### src/rtl/window_gen_if.sv
// -----------------------------------------------------------------------------
// window_gen_if
// Purpose : bundles the control, pixel-stream and window-stream signals of
//           window_gen so the generator and its producer/consumer share one port.
// Signals : start/image_size/pooling  job control (sampled on start)
//           pix_valid/pix_data/pix_ready  pixel input handshake
//           win_valid/win_data/win_ready  window output handshake
//           busy/done                     job status
// Modports: master = pixel source / window sink / controller
//           slave  = window_gen
// -----------------------------------------------------------------------------
interface window_gen_if #(
  parameter int DW = 16,
  parameter int K  = 5,
  parameter int SW = 5
);
  logic              start;
  logic [SW-1:0]     image_size;
  logic              pooling;
  logic              pix_valid;
  logic [DW-1:0]     pix_data;
  logic              pix_ready;
  logic              win_valid;
  logic              win_ready;
  logic [K*K*DW-1:0] win_data;
  logic              busy;
  logic              done;

  modport master (
    output start, image_size, pooling, pix_valid, pix_data, win_ready,
    input  pix_ready, win_valid, win_data, busy, done
  );

  modport slave (
    input  start, image_size, pooling, pix_valid, pix_data, win_ready,
    output pix_ready, win_valid, win_data, busy, done
  );
endinterface

### src/rtl/window_gen.sv
// -----------------------------------------------------------------------------
// window_gen
// Purpose : streaming window generator. Takes one pixel per handshake in raster
//           order and emits KxK stride-1 conv windows, or 2x2 stride-2 pool
//           windows packed into the top-left corner of the KxK bus.
//           K-1 line buffers feed a KxK shift array; a single output register
//           carries the window, and pixels stall while it is held.
// Ports   : clk  rising-edge clock
//           rst  synchronous active-high reset
//           bus  window_gen_if.slave (control, pixel and window handshakes)
// -----------------------------------------------------------------------------
module window_gen #(
  parameter int DW   = 16,
  parameter int MAXN = 32,
  parameter int K    = 5
) (
  input  logic         clk,
  input  logic         rst,
  window_gen_if.slave  bus
);
  localparam int CW = $clog2(MAXN);

  typedef enum logic [1:0] {S_IDLE, S_RUN, S_FLUSH, S_DONE} state_t;

  state_t              r_state, w_state_nxt;
  logic [CW:0]         r_n;
  logic                r_pool;
  logic [CW-1:0]       r_row, r_col;
  logic [DW-1:0]       r_lb  [K-1][MAXN];
  logic [DW-1:0]       r_arr [K][K];
  logic [DW-1:0]       w_arr_nxt [K][K];
  logic                r_win_valid;
  logic [K*K*DW-1:0]   r_win_data, w_win_pack;
  logic                w_pix_ready, w_busy, w_done;
  logic                w_accept, w_last_col, w_last_pix, w_qualify;

  assign w_accept   = bus.pix_valid && w_pix_ready;
  assign w_last_col = ({1'b0, r_col} == r_n - (CW+1)'(1));
  assign w_last_pix = w_last_col && ({1'b0, r_row} == r_n - (CW+1)'(1));
  // The accepted pixel is the bottom-right element of the candidate window.
  assign w_qualify  = r_pool ? (r_row[0] && r_col[0])
                             : (r_row >= CW'(K-1) && r_col >= CW'(K-1));

  // ---------------- FSM: state register ----------------
  // NOTE: sequential state is written only with non-blocking assignments so
  // every flop samples pre-edge values regardless of process ordering.
  always_ff @(posedge clk) begin
    if (rst) r_state <= S_IDLE;
    else     r_state <= w_state_nxt;
  end

  // ---------------- FSM: next state ----------------
  // NOTE: every combinational output gets a default first, so no path can
  // leave it unassigned and infer a latch.
  always_comb begin
    w_state_nxt = r_state;
    case (r_state)
      S_IDLE:  if (bus.start)                      w_state_nxt = S_RUN;
      S_RUN:   if (w_accept && w_last_pix)         w_state_nxt = S_FLUSH;
      S_FLUSH: if (!r_win_valid || bus.win_ready)  w_state_nxt = S_DONE;
      S_DONE:                                      w_state_nxt = S_IDLE;
      default:                                     w_state_nxt = S_IDLE;
    endcase
  end

  // ---------------- FSM: outputs ----------------
  always_comb begin
    w_pix_ready = 1'b0;
    w_busy      = 1'b0;
    w_done      = 1'b0;
    case (r_state)
      // A pixel may only enter when the output register is free or being
      // drained this cycle, so backpressure is pixel-for-pixel.
      S_RUN:   begin
                 w_pix_ready = !r_win_valid || bus.win_ready;
                 w_busy      = 1'b1;
               end
      S_FLUSH: w_busy = 1'b1;
      S_DONE:  w_done = 1'b1;
      default: ;
    endcase
  end

  assign bus.pix_ready = w_pix_ready;
  assign bus.busy      = w_busy;
  assign bus.done      = w_done;
  assign bus.win_valid = r_win_valid;
  assign bus.win_data  = r_win_data;

  // ---------------- configuration and raster counters ----------------
  always_ff @(posedge clk) begin
    if (rst) begin
      r_n    <= '0;
      r_pool <= 1'b0;
      r_row  <= '0;
      r_col  <= '0;
    end else if (r_state == S_IDLE && bus.start) begin
      // A size of 0 encodes the maximum image side.
      r_n    <= (bus.image_size == '0) ? (CW+1)'(MAXN) : {1'b0, bus.image_size};
      r_pool <= bus.pooling;
      r_row  <= '0;
      r_col  <= '0;
    end else if (w_accept) begin
      if (w_last_col) begin
        r_col <= '0;
        r_row <= r_row + CW'(1);
      end else begin
        r_col <= r_col + CW'(1);
      end
    end
  end

  // ---------------- shift array next value ----------------
  // Shift left one column and insert the new column: oldest line buffer at
  // the top row, the incoming pixel at the bottom.
  always_comb begin
    for (int r = 0; r < K; r++)
      for (int c = 0; c < K-1; c++)
        w_arr_nxt[r][c] = r_arr[r][c+1];
    for (int r = 0; r < K-1; r++)
      w_arr_nxt[r][K-1] = r_lb[K-2-r][r_col];
    w_arr_nxt[K-1][K-1] = bus.pix_data;
  end

  // Pack the post-shift array: full KxK in conv mode, bottom-right 2x2 in pool.
  always_comb begin
    w_win_pack = '0;
    if (r_pool) begin
      w_win_pack[0*DW     +: DW] = w_arr_nxt[K-2][K-2];
      w_win_pack[1*DW     +: DW] = w_arr_nxt[K-2][K-1];
      w_win_pack[K*DW     +: DW] = w_arr_nxt[K-1][K-2];
      w_win_pack[(K+1)*DW +: DW] = w_arr_nxt[K-1][K-1];
    end else begin
      for (int r = 0; r < K; r++)
        for (int c = 0; c < K; c++)
          w_win_pack[(r*K+c)*DW +: DW] = w_arr_nxt[r][c];
    end
  end

  // ---------------- line buffers and shift array ----------------
  // NOTE: storage arrays are not reset; windows only qualify once every
  // element has been refilled from the current image, so stale data never
  // reaches the output.
  always_ff @(posedge clk) begin
    if (w_accept) begin
      r_lb[0][r_col] <= bus.pix_data;
      for (int i = 1; i < K-1; i++)
        r_lb[i][r_col] <= r_lb[i-1][r_col];
      for (int r = 0; r < K; r++)
        for (int c = 0; c < K; c++)
          r_arr[r][c] <= w_arr_nxt[r][c];
    end
  end

  // ---------------- output register ----------------
  // A new window may overwrite one that is being consumed in the same cycle,
  // giving back-to-back windows with no bubble.
  always_ff @(posedge clk) begin
    if (rst) begin
      r_win_valid <= 1'b0;
      r_win_data  <= '0;
    end else if (w_accept && w_qualify) begin
      r_win_valid <= 1'b1;
      r_win_data  <= w_win_pack;
    end else if (bus.win_ready) begin
      r_win_valid <= 1'b0;
    end
  end
endmodule

### src/flat_wrapper.sv
// flat-port wrapper written by rule: the top's interface ports become plain ports
module window_gen_flat 
#(
  parameter int DW   = 16,
  parameter int MAXN = 32,
  parameter int K    = 5
)
  (clk, rst, bus_start, bus_image_size, bus_pooling, bus_pix_valid, bus_pix_data, bus_win_ready, bus_pix_ready, bus_win_valid, bus_win_data, bus_busy, bus_done);
  window_gen_if #(.DW(DW), .K(K), .SW(5)) bus_i ();
  input  logic clk;
  input  logic rst;
  input wire logic [$bits(bus_i.start)-1:0] bus_start;
  input wire logic [$bits(bus_i.image_size)-1:0] bus_image_size;
  input wire logic [$bits(bus_i.pooling)-1:0] bus_pooling;
  input wire logic [$bits(bus_i.pix_valid)-1:0] bus_pix_valid;
  input wire logic [$bits(bus_i.pix_data)-1:0] bus_pix_data;
  input wire logic [$bits(bus_i.win_ready)-1:0] bus_win_ready;
  output wire logic [$bits(bus_i.pix_ready)-1:0] bus_pix_ready;
  output wire logic [$bits(bus_i.win_valid)-1:0] bus_win_valid;
  output wire logic [$bits(bus_i.win_data)-1:0] bus_win_data;
  output wire logic [$bits(bus_i.busy)-1:0] bus_busy;
  output wire logic [$bits(bus_i.done)-1:0] bus_done;
  assign bus_i.start = bus_start;
  assign bus_i.image_size = bus_image_size;
  assign bus_i.pooling = bus_pooling;
  assign bus_i.pix_valid = bus_pix_valid;
  assign bus_i.pix_data = bus_pix_data;
  assign bus_i.win_ready = bus_win_ready;
  assign bus_pix_ready = bus_i.pix_ready;
  assign bus_win_valid = bus_i.win_valid;
  assign bus_win_data = bus_i.win_data;
  assign bus_busy = bus_i.busy;
  assign bus_done = bus_i.done;
  window_gen #(.DW(DW), .MAXN(MAXN), .K(K)) u_core (.clk(clk), .rst(rst), .bus(bus_i));
endmodule
### config.mk
export PLATFORM = sky130hd
export DESIGN_NAME = window_gen_flat
export DESIGN_NICKNAME = d
export VERILOG_FILES = /design/src/rtl/window_gen_if.sv /design/src/rtl/window_gen.sv /design/src/flat_wrapper.sv
export SDC_FILE = /design/constraint.sdc
export NUM_CORES = 2
export LEC_CHECK = 0
export ABC_CLOCK_PERIOD_IN_PS = 22600
export BUFFER_PORTS_ARGS = -buffer_cell sky130_fd_sc_hd__buf_2
export CORE_MARGIN = 10
export CORE_UTILIZATION = 58
export CTS_BUF_LIST = sky130_fd_sc_hd__clkbuf_2
export CTS_CLUSTER_SIZE = 8
export DETAILED_ROUTE_END_ITERATION = 6
export PLACE_DENSITY = 0.76
export SYNTH_ARGS = -nofsm -noshare
export SYNTH_HDL_FRONTEND = slang
export SYNTH_SLANG_ARGS = --single-unit
### constraint.sdc
create_clock -name clk -period 22.6 [get_ports clk]
set_input_delay 4.52 -clock clk [delete_from_list [all_inputs] [get_ports clk]]
set_output_delay 4.52 -clock clk [all_outputs]
set_load 0.02 [all_outputs]
[Yosys cells after proc, flatten, opt, wreduce, memory -nomap -nowiden]
Memories as Yosys holds them, arrays and structs flattened.
Cells that the tools add are included.
Storage, ports and cells
  input port bits: 27
  memories: 2
  bits in registers: 420
  logic and storage cells: 75
  RAM bits: 2448
Cells by class
  bitwise gates (word level): 1
  order comparisons: 4
  add/subtract/negate cells: 3
  reduce and logical (&&, ||, !) cells: 17
  mux-type cells: 33
  eq/ne operators: 8
Memories
  u_core.r_lb: words 4, bits a word 512, read ports 4, clocked after Yosys merged registers in 0, wr ports 4, RTL line window_gen.sv:29  | logic [DW-1:0] r_lb [K-1][MAXN];
  u_core.r_arr: words 5, bits a word 80, read ports 5, clocked after Yosys merged registers in 0, wr ports 5, RTL line window_gen.sv:30  | logic [DW-1:0] r_arr [K][K];
Operator list (number)
  $mux W512: 1
  $bmux W16 S5: 4
  $mux W288: 1
  $mux W16: 9
  $demux W16 S5: 1
  $mux W32: 2
  $mux W48: 1
  $eq A5 B6 Y1: 2
  $add A5 B1 Y5 const B: 2
  $ge A5 B3 Y1 const B: 2
  $logic_and A1 B1 Y1: 8
  $mux W1: 8
  $pmux W2 S4: 1
  $ge A6 B6 Y1 const B: 1
  $lt A6 B1 Y1 const B: 1
  $mux W2: 3
  $mux W6: 1
  $not A5 Y6: 1
  $sub A6 B1 Y6 const B: 1
  $logic_not A5 Y1: 1
  $mux W5: 1
  $eq A2 B2 Y1 const B: 2
  $ne A2 B1 Y1 const B: 2
  $reduce_or A2 Y1: 2
  other kinds (8): 8

[Depth between registers and ports, before layout]
  depth after elaboration: 7
  gate-level depth with buffers: 10
  depth with buffers taken out: 8

[Worst setup path before layout]
OpenSTA, ideal clock, no wires.
  path type: in2reg
  start: input bus_win_ready
  end: memory u_core.r_lb[0][320] (netlist name) (enable)
  setup slack: 3.083 ns
  arrival time: 19.032 ns
  path buffers: 1
  stages: 5
  required time: 22.114 ns
  cells stage by stage: nand2b_1 > and3_1 > buf_1 > nand2_1 > nor2_1
RTL lines
  start: declaration: RTL line flat_wrapper.sv:17  | input wire logic [$bits(bus_i.win_ready)-1:0] bus_win_ready;
  end: declaration: RTL line window_gen.sv:29

[Worst setup path after layout]
  start: input bus_win_ready
  end: output bus_pix_ready
Between the ends
  word-level cells in the longest chain between the ends: 2
RTL lines
  $logic_or A1 B1 Y1: RTL line window_gen.sv:75  | w_pix_ready = !r_win_valid || bus.win_ready;
  $mux W1: RTL line window_gen.sv:71  | case (r_state)
  end: declaration: RTL line flat_wrapper.sv:18  | output wire logic [$bits(bus_i.pix_ready)-1:0] bus_pix_ready;
No other way between the ends.

==> results.md <==
* Post-CTS resize count at 0
* Fmax at between 0.1 and 0.15 GHz
* HP Class: flop to flop
* RSZ-0062 raised after global routing: false
* CTS Sinks at ~2800
* Die Ht at between 400 and 500 microns
* Vias at between 50000 and 60000
* Sequential Area at slightly below 0.08 sq mm
* Core ar. at roughly 0.17 sq mm
* Slew @ Worst Pin at 1280 ps
* Register area share after synthesis at between 70% and 80%
* Crit path capture type: output port
* Synthesized area at 0.101 sq mm
* Initial core utilization at about three fifths
* WHS at 431 ps
* CTS clk-pin slew, worst paths at 120 ps
* Fin crit period at roughly 9800 ps
* Tcrit/Tclk final at between 40% and 50%
* Final setup viols at 0
* VDD IR max at about 0.06 mV
* Worst skew pair latency at 1860 ps
* Max-Cap Viols at 0
* Setup crit start kind: primary input
* Fin nets at 5965
* Most frequent cells in the layout: edfxtp_1, clkbuf_2, a22oi_1
* Site row count at 153
* Avg Inst Size Synth at 20.1 sq um
* Crit path DAT at between 5000 and 6000 ps
* Flops & latches, synth at around 2800
* Number of H-tree levels at 6
* Vias in the first global route at roughly 56000
* Cell area power density at about 90 mW/mm^2
* Via density at 6.46
* IO Pins at 431
* Syn nets at 5065
* Routed wire per std cell at slightly above 30 microns
* Initial antenna violation count at 14
* CP Max Fanout at 4
* Grt ovf at 0
* Post-DP HPWL at around 150 mm
* Post-synth EDFFs at approximately 2400
* Syn Inst Count at roughly 5000
* Pin count of the biggest net entering global routing at between 150 and 200
* Async set-reset flop share out of synthesis at 0%
* DR pass1 iterations at 6
* P&R area growth vs syn at 10.5%
* Synth warnings at 0
* Data required, critical path at ~18000 ps
* Fillers at ~12000
* Slew headroom at 14.6%
* Final setup skew at between 100 and 150 ps
* Critical path class: primary input to output port
* First-pass GRT wire length at 381 mm
* Share of cells above drive strength 1 at roughly a third
* CTS tree: yes
* Main synth FF type: edfxtp_1
* Endpoints failing hold at 0
* Yosys cell types at 44
* Status: finished clean
* Detail Route Antenna Nets at 0
* Multi-input gate area at about 0.020 sq mm
* # hold bufs at CTS at 0
* Starting DRT DRC Count at between 7000 and 8000
* Total global-route track usage at a little over a quarter
* Max Slew Vio Count at 0
* # DRC at 0
* Setup TNS at 0 ps
* CTS Buf Count at about 640
* Port Buf Inserts at 430
* Clock Path Buffers at 4
* Die area at between 0.15 and 0.2 sq mm
* P_leak at 36.9 nW
* Root buffer cell: clkbuf_2
* Setup bufs post-CTS at 0
* Routability cong. at a little over 0.8
* Most common cell after layout, fill and taps aside: edfxtp_1
* Die width at between 400 and 500 microns
* Routed wire length at ~270 mm
[synth_stat cells, drive strengths merged (2+ instances only)]
cell type | instances | share of area (%)
nor3 | 8 | 0.050
o21ai | 20 | 0.10
nor2 | 464 | 1.7
a211oi | 48 | 0.36
a22oi | 592 | 4.4
nand3 | 13 | 0.064
a21oi | 27 | 0.13
or3 | 3 | 0.019
and2 | 4 | 0.025
nand4 | 66 | 0.41
nand2 | 33 | 0.12
nand3b | 2 | 0.015
or4 | 2 | 0.015
clkbuf | 182 | 0.68
xnor2 | 10 | 0.087
dfxtp | 420 | 8.3
mux4 | 512 | 11
nand2b | 8 | 0.050
nor3b | 4 | 0.030
buf | 141 | 0.74
edfxtp | 2368 | 70
nor4 | 2 | 0.012
xor2 | 7 | 0.061
inv | 14 | 0.052
ha | 12 | 0.15
mux2i | 53 | 0.52
[flip-flops by register name, summed over array words and instances, names as in the netlist]
signal                flops
u_core.bus.win_data     400
u_core.bus.win_valid      1
u_core.r_arr            320
u_core.r_col              5
u_core.r_lb            2048
u_core.r_n                6
u_core.r_pool             1
u_core.r_row              5
u_core.r_state            2
[worst max-delay path: stages]
cell and delay (ps):
buf_2 100, nand2b_1 270, and2_1 240, buf_2 160
[through the flow]
step	area (sq um)	util (%)	setup WS [ps]	std cells	total power, mW
final	112000	64.3	12800	8717	9.87
after global routing	112000	64.3	12780	8711	10.2
after CTS	112000	64.3	12810	8708	9.91
after detailed placement	106000	61.2	12810	7606	6.96
after global placement	106000	61.2	12820	7606	6.93
after floorplan	101000	-	3080	5026	6.64
[cell type report]
cell class,instances,area share (%)
flip-flops and latches,2788,71.2
multi-input cells,1901,18.2
clock buffers,958,4.29
repair buffers,578,2.99
well taps,2325,2.61
clock inverters,144,0.596
inverters,14,0.0493
diodes,9,0.0202
[kinds of logic after synthesis]
logic type,Yosys count,share of synthesized area [%]
xor+xnor,17,0.147
mux,565,11.9
buf+inv,337,1.47
compound gates,696,5.07
flops,2788,78.7
fa+ha+maj,12,0.149
simple gates,611,2.55
[path summary, 6_finish.rpt]
kind	endpoint	cells after the start	from	slack, ps
max reg2reg	u_core.bus.win_data[78]	9	u_core.r_col[1]	16280
min reg2reg	u_core.r_arr[1][41]	0	u_core.r_arr[1][25]	430
max	bus_pix_ready	4	bus_win_ready	12800
min	u_core.r_arr[1][41]	0	u_core.r_arr[1][25]	430
[power breakdown]
| part | total (mW) | internal [mW] | switching [mW] | leakage, nW |
|---|---|---|---|---|
| Sequential | 5.98 | 5.89 | 0.0897 | 24.7 |
| Combinational | 0.861 | 0.271 | 0.591 | 7.83 |
| Clock | 3.03 | 1.16 | 1.87 | 4.32 |
[layer usage]
metal  wire length [microns]  vias up  GRT usage [%]  share of wire (%)
met1                   92500    28600           36.0                 35
li1                        -    22800              -                  -
met4                   11000        0           11.7                4.1
met3                   34400      605           7.71                 13
met2                  128000     4268           42.8                 48
met5                       0        -              0                  0
Power figures use the tool's default switching activity.
